**config.mk**
```make
export PLATFORM = sky130hd
export DESIGN_NAME = t9990_hscroll_ctl
export DESIGN_NICKNAME = d
export VERILOG_FILES = /design/src/rtl/t9990_hscroll_ctl.sv
export SDC_FILE = /design/constraint.sdc
export NUM_CORES = 1
export LEC_CHECK = 0
export ABC_AREA = 1
export ABC_CLOCK_PERIOD_IN_PS = 2200
export CELL_PAD_IN_SITES_DETAIL_PLACEMENT = 0
export CELL_PAD_IN_SITES_GLOBAL_PLACEMENT = 1
export CORE_MARGIN = 8
export CORE_UTILIZATION = 30
export DETAILED_ROUTE_END_ITERATION = 8
export PLACE_DENSITY_LB_ADDON = 0.3
export SLEW_MARGIN = 20
export SYNTH_ARGS = -nofsm -noshare
export SYNTH_HDL_FRONTEND = slang
export SYNTH_SLANG_ARGS = --single-unit
```
**constraint.sdc**
```tcl
create_clock -name CLK -period 2.2 [get_ports CLK]
set_input_delay 0.66 -clock CLK [delete_from_list [all_inputs] [get_ports CLK]]
set_output_delay 0.66 -clock CLK [all_outputs]
set_load 0.005 [all_outputs]
```
**src/rtl/t9990_hscroll_ctl.sv**
```systemverilog
// Horizontal scroll / line-timing controller: dot-clock divider, fill/active/blank
// sequencing and fine-scroll buffer offset. Optional macro: T9990_HSCROLL_SHADOW_EN.
module t9990_hscroll_ctl #(
  parameter int DCLK_DIV = 4,
  parameter int H_ACTIVE = 256,
  parameter int PREFETCH = 32
) (
  input  logic       CLK,
  input  logic       RESET_n,
  input  logic       HSYNC_START,
  input  logic       SCX_WE,
  input  logic [4:0] SCX,
  output logic       DCLK_EN,
  output logic [4:0] BUF_OFFSET,
  output logic       BUF_DISABLE,
  output logic       ACTIVE,
  output logic [8:0] DOT_X,
  output logic       LINE_START
);

  localparam logic [1:0] S_IDLE   = 2'd0;
  localparam logic [1:0] S_FILL   = 2'd1;
  localparam logic [1:0] S_ACTIVE = 2'd2;
  localparam logic [1:0] S_BLANK  = 2'd3;

  localparam logic [3:0] DIV_LAST  = 4'(DCLK_DIV - 1);
  localparam logic [8:0] FILL_LAST = 9'(PREFETCH - 1);
  localparam logic [8:0] ACT_LAST  = 9'(H_ACTIVE - 1);
  // Truncation to 5 bits gives the mod-32 wrap of the buffer offset.
  localparam logic [4:0] OFF_BASE  = 5'(PREFETCH - 1);

  logic [3:0] div_cnt;
  logic [1:0] state;
  logic [8:0] dot_cnt;
  logic [4:0] scx_reg;
  logic [4:0] scx_eff;
  logic       buf_dis_r;
  logic       line_start_r;

  // Divider restarts on line start so the first dot lands DCLK_DIV cycles later.
  always_ff @(posedge CLK or negedge RESET_n) begin
    if (!RESET_n)                div_cnt <= '0;
    else if (HSYNC_START)        div_cnt <= '0;
    else if (div_cnt == DIV_LAST) div_cnt <= '0;
    else                         div_cnt <= div_cnt + 4'd1;
  end

  assign DCLK_EN = (div_cnt == DIV_LAST);

  always_ff @(posedge CLK or negedge RESET_n) begin
    if (!RESET_n) begin
      state        <= S_IDLE;
      dot_cnt      <= '0;
      buf_dis_r    <= 1'b1;
      line_start_r <= 1'b0;
    end else if (HSYNC_START) begin
      state        <= S_FILL;
      dot_cnt      <= '0;
      buf_dis_r    <= 1'b0;
      line_start_r <= 1'b0;
    end else begin
      line_start_r <= 1'b0;
      case (state)
        S_FILL: if (DCLK_EN) begin
          if (dot_cnt == FILL_LAST) begin
            state        <= S_ACTIVE;
            dot_cnt      <= '0;
            line_start_r <= 1'b1;
          end else begin
            dot_cnt <= dot_cnt + 9'd1;
          end
        end
        S_ACTIVE: if (DCLK_EN) begin
          if (dot_cnt == ACT_LAST) begin
            state     <= S_BLANK;
            dot_cnt   <= '0;
            buf_dis_r <= 1'b1;
          end else begin
            dot_cnt <= dot_cnt + 9'd1;
          end
        end
        default: ;
      endcase
    end
  end

  always_ff @(posedge CLK or negedge RESET_n) begin
    if (!RESET_n)    scx_reg <= '0;
    else if (SCX_WE) scx_reg <= SCX;
  end

`ifdef T9990_HSCROLL_SHADOW_EN
  logic [4:0] scx_shadow;
  // Latched at line start; a coincident write must win over the old register value.
  always_ff @(posedge CLK or negedge RESET_n) begin
    if (!RESET_n)         scx_shadow <= '0;
    else if (HSYNC_START) scx_shadow <= SCX_WE ? SCX : scx_reg;
  end
  assign scx_eff = scx_shadow;
`else
  assign scx_eff = scx_reg;
`endif

  assign BUF_OFFSET  = OFF_BASE - scx_eff;
  assign BUF_DISABLE = buf_dis_r;
  assign ACTIVE      = (state == S_ACTIVE);
  assign LINE_START  = line_start_r;
  assign DOT_X       = (state == S_ACTIVE) ? dot_cnt : 9'd0;

endmodule
```
==> metrics, run 1 <==
R2R depth 10; Detailed Place HPWL between 2000 and 2500 µm; clock-pin slew on the worst setup and hold paths approximately 90 ps; Root Driver clkbuf_8; Commonest cells post-synth nand2_1, inv_1, nor2_1, dfrtp_1, nand3_1; Syn Area/Cell roughly 7.9 µm²; core area a little under 0.004 mm²; Ys Warns 0; share of cells above drive strength 1 a little under 20%; status complete, no violations; HP Class reg -> reg; worst setup margin ~50 ps; Clk Latency, worst-skew pair about 270 ps; final hold violations 0; Fmax achieved between 400 and 500 MHz; number of global-route vias before repair 1132; Initial DRT Pass Iterations 4; CP Data Required Time ~1500 ps; kind of critical path reg -> out; Final Instance Area around 0.0017 mm²; Syn Inst Count roughly 150; Placer Congestion slightly below 0.8; Area Growth Syn to Fin 38.3%; worst-path maximum fanout 5; pin count of the biggest net entering global routing 16; Avg WL per Cell roughly 12 µm; Max-slew headroom between 70 and 80%; 1st-iter DRT viols 48; first-pass GRT wire length about 5000 µm; Die X-Extent 79.7 µm; Seq cells post-synth 22; R2R setup slack between 300 and 400 ps; I/O Pins 27; total grt overflow 0; die height between 70 and 80 µm; crit path time final approximately 2200 ps; number of remaining DRC errors 0; WL final approximately 2800 µm; Final nets roughly 200; Worst Path Arrival between 1000 and 1500 ps; crit end category output port; H-tree levels 1; GRT Total Usage under 10%; Row Count 23; CTS tree yes; Setup Skew 2.95 ps; Synth Cell Area between 0.001 and 0.0015 mm²; Via Count roughly 1000; Initial Util between 30% and 40%; I/O Buffers 26; Hold Path End BUF_DISABLE$_DFFE_PN1P_; via/cell ratio around 4.4; area share of the largest cell type after synthesis between 40 and 50%; capturing point of the worst reg2reg path dot_cnt[8]$_DFFE_PN0P_; setup TNS 0 ps; Max clock buf depth 2; pre-CTS WS around 240 ps; max-slew violations 0; CTS Buf Count 3; ys async rst share 100%; leakage power around 0.94 nW; r2r startpoint dot_cnt[0]$_DFFE_PN0P_; period utilization 97.7%; worst-margin pin slew 396 ps; dpl cell area roughly 0.0015 mm²; DRT antenna net count 0; setup violators final 0; largest cells by area after synthesis dfrtp_1, nand2_1, inv_1; final cell count without fillers about 240; post-synth net total 166; startpoint types flop; PwrDens between 600 and 700 mW/mm²; count of cell types in the netlist 29; initial antenna violation count 0; cell accounting for the most synthesized area dfrtp_1; top-count cell post-synth nand2_1; full die area 0.00635 mm²; Overall Power around 0.0010 W; Inst Count DP around 230; register area share after synthesis 45.4%; CTS sink count 22; # hold bufs at CTS 0; max-cap viol count 0; Main synth FF type dfrtp_1; HP Start BUF_DISABLE$_DFFE_PN1P_; Post-synth EDFFs 0; VDD IR-drop max around 0.28 mV; worst hold path depth 2; antenna cells 0
final cells by class:
type | instances | area [µm²]
Multi-Input combinational cell | 101 | 556
Tap cell | 50 | 62.6
Clock buffer | 3 | 41.3
Sequential cell | 22 | 552
Fill cell | 400 | 2260
Inverter | 28 | 115
Timing Repair Buffer | 32 | 325
Clock inverter | 1 | 30.0
per-layer routing:
layer	GRT usage, %	wire (µm)	vias to the layer above
li1	-	-	534
met1	10.8	1310	469
met2	15.6	1270	33
met3	3.27	235	4
met4	3.70	27	0
met5	0	0	-
how the worst max path moves through the flow:
stage / to / startpoint / cells past startpoint / slack [ps]
after CTS: DCLK_EN / div_cnt[0]$_DFF_PN0_ / 4 / 3
after floorplan: dot_cnt[8]$_DFFE_PN0P_ / dot_cnt[0]$_DFFE_PN0P_ / 10 / 500
final: DOT_X[0] / state[0]$_DFFE_PN0P_ / 4 / 50
after global routing: DOT_X[0] / state[0]$_DFFE_PN0P_ / 4 / -4
after detailed placement: DOT_X[4] / state[0]$_DFFE_PN0P_ / 4 / 240
after global placement: DOT_X[4] / state[0]$_DFFE_PN0P_ / 4 / 240
placed cells by master (no fill, tap or decap):
master	count
nand3_2	1
a21oi_4	1
xnor2_1	1
nor3_1	2
inv_6	1
nand3_1	7
ha_1	3
o21ai_0	6
nor2_4	1
nand2_4	5
xor2_1	1
dfrtp_1	21
clkdlybuf4s50_1	18
nor2_1	20
bufinv_16	1
nor4_1	1
dfstp_2	1
a31oi_1	1
buf_4	6
nand2_2	5
or2_2	1
nand4_1	1
ha_2	1
clkbuf_8	3
a21oi_1	5
nand2_1	32
inv_2	2
dlymetal6s2s_1	8
inv_1	23
a21oi_2	1
inv_4	2
nor2_2	5
repair_timing:
| item | CTS | global route |
|---|---|---|
| endpoints found under the hold margin | 0 | 0 |
| pin swaps | 1 | 1 |
| cloned | 0 | 1 |
| gates resized for setup | 2 | 13 |
| setup endpoints to repair | 11 | 11 |
| setup buffers | 1 | 3 |
sequential cells by signal, summed over array words and instances (netlist names):
signal and cells:
BUF_DISABLE 1, LINE_START 1, div_cnt 4, dot_cnt 9
scx_eff 5, state 2
stage by stage:
step	hold slack, ps	util, %
after detailed placement	453	38.9
after global placement	445	38.9
final	472	42.7
after CTS	469	41.1
after floorplan	364	-
after global routing	503	42.7
power by group:
group / leakage [nW] / internal (W) / switching (W)
registers: 0.285 / 0.000437 / 0.0000247
clock network: 0.0357 / 0.000243 / 0.000144
logic: 0.616 / 0.0000799 / 0.0000979
cells by family (layout without fill, tap and decap cells):
group,Yosys count,count (layout),synth area share (%)
DFF,22,22,45.4
buffers and inverters,31,64,10.9
adders and majority gates,4,4,4.12
xor gates and xnor gates,2,2,1.44
and+or+nand+nor,80,81,31.1
AOI/OAI and AO/OA,14,14,7.10
critical path: stages, from the launching register on:
cell and delay, ps:
dfrtp_1 410, inv_2 110, nand2_4 80, nor2_1 100, clkdlybuf4s50_1 510
No activity file was read; power rests on OpenSTA's default activity.
==> run 2: changes to the inputs <==
- PLACE_DENSITY: not set -> 0.67
- PLACE_DENSITY_LB_ADDON: 0.3 -> not set
==> run 2 against run 1 <==
Cell area decreased by 0.82%. Highest routed layer unchanged. Combinational power increased by 6%. Critical path depth unchanged. Largest cell class unchanged. Sequential share of layout area increased by 0.27 points.
==> metrics, run 2 (synthesis results as in run 1) <==
status complete, no violations; total grt overflow 0 (unchanged); # hold bufs at CTS 0 (unchanged); Crit path max-delay family buffers and inverters; first-pass GRT wire length 4930 µm (+0.43%); pin count of the biggest net entering global routing 16 (unchanged); Fmax achieved 463 MHz (-0.42%); CTS sink count 22 (unchanged); period utilization 98.2% (+0.41 points); crit path time final 2160 ps (+9.00 ps); WL final 2860 µm (+0.74%); Max-slew headroom 70.2% (-3.3 points); CTS Buf Count 3 (unchanged); Overall Power 0.000937 W (-8.8%); kind of critical path reg -> out; commonest non-fill, non-tap cell in the layout nand2_1; CP Cell Sequence inv_2 > nand2_2 > nor2_2 > clkdlybuf4s50_1; worst-margin pin slew 445 ps (+49.7 ps); Worst path slowest cell clkdlybuf4s50_1; most frequent cells in the layout nand2_1, clkdlybuf4s50_1, inv_1; worst setup margin 40.5 ps (-9.00 ps); R2R setup slack 310 ps (-20 ps); crit end category output port; Placer Congestion 0.787 (-0.83%); dpl cell area 0.00155 mm² (+0.82%); Area Growth Syn to Fin 37.1%; Avg WL per Cell 12.1 µm (+0.74%); number of remaining DRC errors 0 (unchanged); Fillers 375 (-6.3%); max reg flops 9 (unchanged); Psw 0.000255 W (-4.6%); combined buffer and inverter count along the critical path 2 (unchanged); Setup Skew 2.16 ps (-0.788 ps); antenna cells 0 (unchanged); Detailed Place HPWL 2170 µm (+4.7%); CTS tree yes; initial antenna violation count 0 (unchanged); power share of the sequential group 49.2% (+4.2 points); die height 79.7 µm (unchanged); clock-pin slew on the worst setup and hold paths 80 ps (about the same); core area 0.00394 mm² (unchanged); Initial DRT Pass Iterations 4 (unchanged); max-slew violations 0 (unchanged); CP Data Required Time 1540 ps (about the same); switching share of power 27.2% (+1.2 points); Worst Path Arrival 1500 ps (about the same); launch point of the worst path state[0]$_DFFE_PN0P_; 1st-iter DRT viols 40 (-17%); DRT antenna net count 0 (unchanged); Reg with most FFs dot_cnt; Via Count 1039 (-0.096%); pre-CTS WS 206 ps (-31.3 ps); share of cells above drive strength 1 21.9% (+2.1 points); Final Instance Area 0.00167 mm² (-0.82%); clock power share 30.7% (-7.0 points); GRT Total Usage 9.52% (+0.089 points); full die area 0.00635 mm² (unchanged); max-cap viol count 0 (unchanged); setup violators final 0 (unchanged); via/cell ratio 4.38 (about the same); PwrDens 562 mW/mm² (-8.0%); r2r startpoint dot_cnt[0]$_DFFE_PN0P_; Final Util 42.3% (-0.35 points); H-tree levels 1 (unchanged); capturing point of the worst reg2reg path dot_cnt[0]$_DFFE_PN0P_; Pint 0.000682 W (-10%); Row Count 23 (unchanged); number of global-route vias before repair 1124 (-0.71%); Logic pwr share 20.1% (+2.8 points); HP Class reg -> reg; worst-path maximum fanout 6 (+1); Max clock buf depth 2 (unchanged); VDD IR-drop max 0.260 mV (-8.1%); Final nets 201 (unchanged); I/O Buffers 26 (unchanged); Stages on worst setup path 4 (unchanged); Initial Util 30.8% (unchanged); RSZ-0062 raised after global routing true; startpoint types flop; Clk Latency, worst-skew pair 260 ps (about the same); CP endpoint DOT_X[3]; I/O Pins 27 (unchanged); CP max stage delay 510 ps (about the same); final hold violations 0 (unchanged); leakage power 0.814 nW (-13%); R2R depth 11 (+1); Die X-Extent 79.7 µm (unchanged); Root Driver clkbuf_8
## run 2: timing repair
action | in CTS | in global routing
buffers inserted | 2 | 2
hold endpoints to repair | 0 | 0
endpoints found under the setup margin | 11 | 11
pin swaps | 1 | 1
cloned | 0 | 1
resized for setup | 5 | 7
## run 2: final cells by class
class	count	area, µm²	share of cell area [%]
Inverter	28	115	6.90
Timing Repair Buffer	32	323	19.4
Tap cell	50	62.6	3.75
Sequential cell	22	552	33.1
Multi-Input combinational cell	101	561	33.6
Clock buffer	4	55.1	3.30
## run 2: tightest hold or removal path, stage by stage, from the launching register on
cell	delay [ps]
dfstp_2	370
inv_1	40
a21oi_1	50
## run 2: through the flow
step	hold slack (ps)	TNS [ps]	std cells
2_1_floorplan	364	0	153
3_3_place_gp	444	0	228
3_5_place_dp	457	0	228
4_1_cts	470	0	234
5_1_grt	482	-89.6	237
6_report	466	0	237
## run 2: worst min path at each step
stage | startpoint | endpoint | slack [ps] | depth (start not counted)
floorplan | RESET_n | LINE_START$_DFF_PN0_ | 360 | 0
global placement | div_cnt[0]$_DFF_PN0_ | div_cnt[0]$_DFF_PN0_ | 440 | 1
detailed placement | BUF_DISABLE$_DFFE_PN1P_ | BUF_DISABLE$_DFFE_PN1P_ | 460 | 2
CTS | BUF_DISABLE$_DFFE_PN1P_ | BUF_DISABLE$_DFFE_PN1P_ | 470 | 2
global route | BUF_DISABLE$_DFFE_PN1P_ | BUF_DISABLE$_DFFE_PN1P_ | 480 | 2
finish | BUF_DISABLE$_DFFE_PN1P_ | BUF_DISABLE$_DFFE_PN1P_ | 470 | 2
## run 2: power groups by stage
stage / Combinational (W) / Sequential [W] / Clock (W)
after floorplan: 0.000103 / 0.000463 / 0
after CTS: 0.000181 / 0.000461 / 0.000298
after global placement: 0.000171 / 0.000467 / 0
after global routing: 0.000212 / 0.000466 / 0.000317
final: 0.000188 / 0.000461 / 0.000287
after detailed placement: 0.000173 / 0.000468 / 0
## run 2: metal layers
layer,vias to the layer above,share of wire (%),GRT usage (%)
met5,-,0,0
met4,0,2.1,4.44
met3,7,7.5,3.38
met2,31,42,14.2
met1,469,49,11.9
li1,532,-,-
